`src/rtl/arcade_input_pkg.sv`:
```
// Shared constants and types for the arcade player-input front end.
// Latency: n/a (declarations only).
// Backpressure: n/a.
package arcade_input_pkg;

    // Bit positions inside one player's 16-bit joystick word
    localparam int JS_RIGHT = 0;
    localparam int JS_LEFT  = 1;
    localparam int JS_DOWN  = 2;
    localparam int JS_UP    = 3;
    localparam int JS_COIN  = 4;
    localparam int JS_START = 5;
    localparam int JS_BITS  = 6;

    typedef enum logic [1:0] {
        IDLE   = 2'd0,
        ACTIVE = 2'd1,
        GAP    = 2'd2
    } coin_state_t;

endpackage

```
`src/rtl/input_debounce.sv`:
```
// Single-bit debouncer: output follows raw once it has differed for DEBOUNCE consecutive samples.
// Latency: DEBOUNCE cycles (1 registered cycle when DEBOUNCE=0).
// Backpressure: none, raw is sampled every clock.
// Ports: clk, reset (async, active-high), raw (pressed=1), held (debounced, pressed=1).
module input_debounce #(
    parameter int DEBOUNCE = 16
) (
    input  logic clk,
    input  logic reset,
    input  logic raw,
    output logic held
);

    generate
        if (DEBOUNCE == 0) begin : g_bypass
            always_ff @(posedge clk or posedge reset) begin
                if (reset) held <= 1'b0;
                else       held <= raw;
            end
        end else begin : g_filter
            localparam int CW = (DEBOUNCE > 1) ? $clog2(DEBOUNCE) : 1;
            localparam logic [CW-1:0] CLAST = CW'(DEBOUNCE - 1);

            logic [CW-1:0] cnt;

            // Counter tracks how long raw has disagreed with held; any agreement restarts it.
            always_ff @(posedge clk or posedge reset) begin
                if (reset) begin
                    held <= 1'b0;
                    cnt  <= '0;
                end else if (raw == held) begin
                    cnt <= '0;
                end else if (cnt == CLAST) begin
                    held <= raw;
                    cnt  <= '0;
                end else begin
                    cnt <= cnt + CW'(1);
                end
            end
        end
    endgenerate

endmodule

```
`src/rtl/arcade_input_ctrl.sv`:
```
// Player-input / DIP front end: DIP byte capture, per-bit debounce, frame-synchronous coin pulses.
// Latency: DIP 1 cycle; buttons DEBOUNCE cycles; coin pulse from debounced press +2 cycles.
// Backpressure: none; coin presses are queued (up to 3) while a pulse or gap is in progress.
// Ports: clk, reset (async high); ioctl_* download stream; joystick (16 bits/player); vblank;
//        dip/dip_valid; dirs {up,down,left,right}/player; coin; start/player; coin_count.
module arcade_input_ctrl
    import arcade_input_pkg::*;
#(
    parameter int NUM_PLAYERS   = 2,
    parameter int NUM_DIP_BYTES = 8,
    parameter int DIP_INDEX     = 254,
    parameter int DEBOUNCE      = 16,
    parameter int COIN_FRAMES   = 3,
    parameter int ACTIVE_LOW    = 1
) (
    input  logic                       clk,
    input  logic                       reset,
    input  logic                       ioctl_wr,
    input  logic [7:0]                 ioctl_index,
    input  logic [24:0]                ioctl_addr,
    input  logic [7:0]                 ioctl_dout,
    input  logic [16*NUM_PLAYERS-1:0]  joystick,
    input  logic                       vblank,
    output logic [8*NUM_DIP_BYTES-1:0] dip,
    output logic                       dip_valid,
    output logic [4*NUM_PLAYERS-1:0]   dirs,
    output logic                       coin,
    output logic [NUM_PLAYERS-1:0]     start,
    output logic [15:0]                coin_count
);

    localparam logic AL = (ACTIVE_LOW != 0);
    localparam int   FW = (COIN_FRAMES > 1) ? $clog2(COIN_FRAMES) : 1;
    localparam logic [FW-1:0] FLAST = FW'(COIN_FRAMES - 1);

    // ---------------- DIP capture ----------------
    logic dip_hit;
    assign dip_hit = ioctl_wr && (ioctl_index == 8'(DIP_INDEX))
                     && (ioctl_addr < 25'(NUM_DIP_BYTES));

    always_ff @(posedge clk or posedge reset) begin
        if (reset) begin
            dip       <= '0;
            dip_valid <= 1'b0;
        end else if (dip_hit) begin
            for (int k = 0; k < NUM_DIP_BYTES; k++) begin
                if (ioctl_addr[2:0] == 3'(k)) dip[8*k +: 8] <= ioctl_dout;
            end
            if (ioctl_addr[2:0] == 3'(NUM_DIP_BYTES - 1)) dip_valid <= 1'b1;
        end
    end

    // ---------------- Debounce (held state is pressed=1) ----------------
    logic [JS_BITS*NUM_PLAYERS-1:0] held;
    logic [NUM_PLAYERS-1:0]         unused_js;

    for (genvar p = 0; p < NUM_PLAYERS; p++) begin : g_player
        for (genvar b = 0; b < JS_BITS; b++) begin : g_bit
            input_debounce #(.DEBOUNCE(DEBOUNCE)) u_db (
                .clk   (clk),
                .reset (reset),
                .raw   (joystick[16*p + b]),
                .held  (held[JS_BITS*p + b])
            );
        end
        assign unused_js[p] = ^joystick[16*p + JS_BITS +: 16 - JS_BITS];
    end

    logic coin_req;

    always_comb begin
        dirs     = '0;
        start    = '0;
        coin_req = 1'b0;
        for (int p = 0; p < NUM_PLAYERS; p++) begin
            dirs[4*p +: 4] = held[JS_BITS*p +: 4] ^ {4{AL}};
            start[p]       = held[JS_BITS*p + JS_START] ^ AL;
            coin_req       = coin_req | held[JS_BITS*p + JS_COIN];
        end
    end

    // ---------------- Coin shaping ----------------
    logic        coin_req_q, vblank_q;
    logic        coin_rise, tick, frame_done;
    logic [1:0]  pending;
    logic [FW-1:0] fcnt;
    coin_state_t state, state_nxt;
    logic        take, coin_on, inc_ok;

    assign coin_rise  = coin_req & ~coin_req_q;
    assign tick       = vblank & ~vblank_q;
    assign frame_done = tick && (fcnt == FLAST);
    assign inc_ok     = coin_rise && (pending != 2'd3);

    always_ff @(posedge clk or posedge reset) begin
        if (reset) begin
            coin_req_q <= 1'b0;
            vblank_q   <= 1'b0;
        end else begin
            coin_req_q <= coin_req;
            vblank_q   <= vblank;
        end
    end

    // State register
    always_ff @(posedge clk or posedge reset) begin
        if (reset) state <= IDLE;
        else       state <= state_nxt;
    end

    // Next state
    always_comb begin
        state_nxt = state;
        case (state)
            IDLE:    if (pending != 2'd0) state_nxt = ACTIVE;
            ACTIVE:  if (frame_done)      state_nxt = GAP;
            GAP:     if (frame_done)      state_nxt = IDLE;
            default: state_nxt = IDLE;
        endcase
    end

    // Outputs
    always_comb begin
        coin_on = (state == ACTIVE);
        take    = (state == IDLE) && (pending != 2'd0);
        coin    = coin_on ^ AL;
    end

    // Frame counter restarts on every state change so ACTIVE and GAP each span COIN_FRAMES ticks.
    always_ff @(posedge clk or posedge reset) begin
        if (reset)                    fcnt <= '0;
        else if (state_nxt != state)  fcnt <= '0;
        else if (tick && state != IDLE) fcnt <= fcnt + FW'(1);
    end

    // Simultaneous press and pulse start cancel; a press at saturation is dropped.
    always_ff @(posedge clk or posedge reset) begin
        if (reset) begin
            pending    <= 2'd0;
            coin_count <= 16'd0;
        end else begin
            case ({inc_ok, take})
                2'b10:   pending <= pending + 2'd1;
                2'b01:   pending <= pending - 2'd1;
                default: pending <= pending;
            endcase
            if (take) coin_count <= coin_count + 16'd1;
        end
    end

endmodule

```
`config.mk`:
```
export PLATFORM = sky130hd
export DESIGN_NAME = arcade_input_ctrl
export DESIGN_NICKNAME = d
export VERILOG_FILES = /design/src/rtl/arcade_input_pkg.sv /design/src/rtl/input_debounce.sv /design/src/rtl/arcade_input_ctrl.sv
export SDC_FILE = /design/constraint.sdc
export NUM_CORES = 1
export LEC_CHECK = 0
export BUFFER_PORTS_ARGS = -buffer_cell sky130_fd_sc_hd__buf_4
export CORE_MARGIN = 2
export CORE_UTILIZATION = 29
export DETAILED_ROUTE_END_ITERATION = 16
export GPL_TIMING_DRIVEN = 0
export PLACE_DENSITY_LB_ADDON = 0.1
export SYNTH_ARGS = -nofsm -noshare
export SYNTH_HDL_FRONTEND = slang
export SYNTH_HIERARCHICAL = 1
export SYNTH_SLANG_ARGS = --single-unit
export TNS_END_PERCENT = 20
```
`constraint.sdc`:
```
create_clock -name clk -period 3.35 [get_ports clk]
set_input_delay 0.67 -clock clk [delete_from_list [all_inputs] [get_ports clk]]
set_output_delay 0.67 -clock clk [all_outputs]
set_load 0.005 [all_outputs]
```
==> results.md <==
* Share of cells above drive strength 1 at 43.3%
* Synth async-reset ratio at 100%
* Vias per cell at 4.59
* DR iter-0 viols at 85
* CTS Buf Count at 17
* ANT cells at 0
* Post-DR wirelength/cell at 15.6 um
* Placed instance area at 7950 um^2
* Root buffer cell: clkbuf_16
* Synth Flop Type: dfrtp_1
* Setup slack, reg-to-reg at 1370 ps
* CP cell instances: buf_4, nor4_1, nand4_2, nor4_4, mux2_2
* Setup Skew at 7.29 ps
* Syn Nets at 565
* Critical Path Max Stage Delay at 830 ps
* Die Area at 23,500 um^2
* First-pass GRT wire length at 24.2 mm
* Row cnt at 54
* Final setup margin at 808 ps
* Leading cell type in the layout, fill and taps excluded: dfrtp_1
* Largest fanout on the critical path at 9
* Worst slew pin tran at 838 ps
* Final setup vio count at 0
* Main area contributors after synthesis: dfrtp_1 (58%), mux2_2 (11%), xnor2_1 (4.9%), ha_1 (2.9%), mux2_4 (2.8%)
* First-pass DRT Iterations at 4
* Post-synth top area share at 57.6%
* Worst VDD drop at 0.329 mV
* Startpoint Class: input pin
* Yosys cell types at 38
* Post-synth top area cell: dfrtp_1
* Routability Congestion at 0.734
* Nets@finish at 732
* DRT antenna net count at 0
* TritonCTS clock tree: built
* Final hold violation count at 0
* Max Cap Violations at 0
* Syn Inst Count at 473
* R2r startpoint: state[1]
* Peak Freq at 393 MHz
* Clk_lat worst skew at 410 ps
* Max Root-Sink Buffers at 2
* Final Cycle Share at 75.9%
* Pre-CTS setup slack at 286 ps
* Fillers at 2,103
* Final Util at 39.2%
* Hold Path Class: input pin to async pin
* Mapped Avg Cell Area at 13.7 um^2
* DP Wirelength at 10.7 mm
* Starting Density at 29.6%
* Power per cell area at 547 nW/um^2
* Post-CTS setup buffers at 0
* Crit path DAT at 2840 ps
* Period minus WS final at 2540 ps
* Register bit count reported by yosys at 149
* Gr usage total at 13.1%
* Residual DRC at 0
* Buf/Inv on CP at 1
* Design Power at 4690 uW
* Leakage Power at 0.00431 uW
* Chip Width at 153 um
* Post-synthesis sequential area ratio at 57.6%
* Die Span Y at 153 um
* Vias in the first global route at 4,574
* Crit path to: dip[62]
* Hold buffers post-CTS at 0
* Worst setup path class: input pin to flop
* Largest net degree at the start of global routing at 72
* Unrepaired setup endpoints after global routing: false
* Critical Path RT at 3650 ps
* Core ar. at 21,900 um^2
* Via count at 4,276
* Synth warn at 6
* CP Depth at 5
* Worst r2r dst: pending[1]
* Clock-pin slew on the worst setup and hold paths at 60 ps
* Critical-path top delay cell: nor4_4
* Mapped cell area at 6470 um^2
* IO buf count at 147
* Final instance area at 8590 um^2
* I/O pin count at 169
* Critical Path Sink Type: flop
* Area growth syn-to-layout at 32.7%
* Fin. max-slew vios at 0
* Initial antenna violation count at 0
* CP delay by family, top: simple AND/OR/NAND/NOR gates
* Outcome: complete, no violations
* Detailed Route WL at 14.6 mm
* Clk sink count at 149
* Number of flops mapped to enable cells by yosys at 0
* Slew Limit Headroom at 43.7%
* H-Tree Depth at 4
* Resize count post-CTS at 0
* Total gr overflow at 0
* Commonest cells after routing, fill and taps aside: dfrtp_1 (149), buf_4 (147), mux2_2 (64)
* CP startpoint: ioctl_addr[11]
* Hold slack at 265 ps
* R2R depth at 7
[Yosys cell counts (3+ instances only)]
master / count
nand3_1: 6
nor4_4: 6
nor3_1: 3
nand3_2: 12
nor2b_1: 14
nor3b_1: 12
and4_1: 4
inv_1: 26
xnor2_1: 36
nand4_1: 4
dfrtp_1: 149
nor2_1: 22
nand2_1: 12
ha_1: 15
a31oi_1: 12
xor2_1: 7
clkbuf_1: 3
mux2_2: 64
a311oi_1: 12
mux2_4: 12
nand2b_1: 4
o21ai_0: 3
a21o_1: 12
a21oi_1: 3
[where the power goes]
| group | internal, uW | switching, uW |
|---|---|---|
| clock network | 1290 | 754 |
| logic | 296 | 269 |
| registers | 1940 | 148 |
| total | 3520 | 1170 |
[flip-flops by register name, indices dropped and copies added, names as in the netlist]
register                          flops
dip                                  64
g_player.g_bit.u_db/held             12
state                                 2
coin_req_q                            1
fcnt                                  2
vblank_q                              1
coin_count                           16
pending                               2
g_player.g_bit.u_db/g_filter.cnt     48
dip_valid                             1
[cell families after synthesis]
family / synth area share, %
AOI/OAI and AO/OA: 4.87
xor gates and xnor gates: 5.82
adders and majority gates: 3.06
buffers and inverters: 1.68
DFF: 57.6
muxes: 13.9
and+or+nand+nor: 13.0
[worst min-delay path by stage]
stage	slack, ps	start	endpoint
finish	270	reset	g_player[0].g_bit[4].u_db/held
global route	260	reset	g_player[0].g_bit[2].u_db/g_filter.cnt[1]
CTS	260	reset	g_player[0].g_bit[5].u_db/g_filter.cnt[1]
detailed placement	470	dip_valid	dip_valid
global placement	460	dip_valid	dip_valid
floorplan	450	reset	g_player[0].g_bit[0].u_db/g_filter.cnt[0]
[per-stage QoR]
| stage | setup TNS (ps) | cells |
|---|---|---|
| 2_1_floorplan | 0 | 473 |
| 3_3_place_gp | -81760 | 900 |
| 3_5_place_dp | 0 | 901 |
| 4_1_cts | 0 | 932 |
| 5_1_grt | 0 | 932 |
| 6_report | 0 | 932 |
[layer usage]
layer | routed length, um | share of wire, % | global-route usage, %
met1 | 6430 | 44 | 16.6
met2 | 7210 | 50 | 21.7
met3 | 784 | 5.4 | 4.28
met4 | 133 | 0.91 | 3.23
met5 | 0 | 0 | 0
[final cells by class]
| cell class | instances | area [um^2] | area share, % |
|---|---|---|---|
| buffer | 3 | 11.3 | 0.131 |
| clock inverter | 11 | 175 | 2.04 |
| clock buffer | 20 | 457 | 5.32 |
| tap | 280 | 350 | 4.08 |
| timing repair buffer | 148 | 1130 | 13.2 |
| multi-input combinational | 295 | 2630 | 30.7 |
| inverter | 26 | 100 | 1.17 |
| sequential | 149 | 3730 | 43.4 |
(Power assumes the default switching activity.)
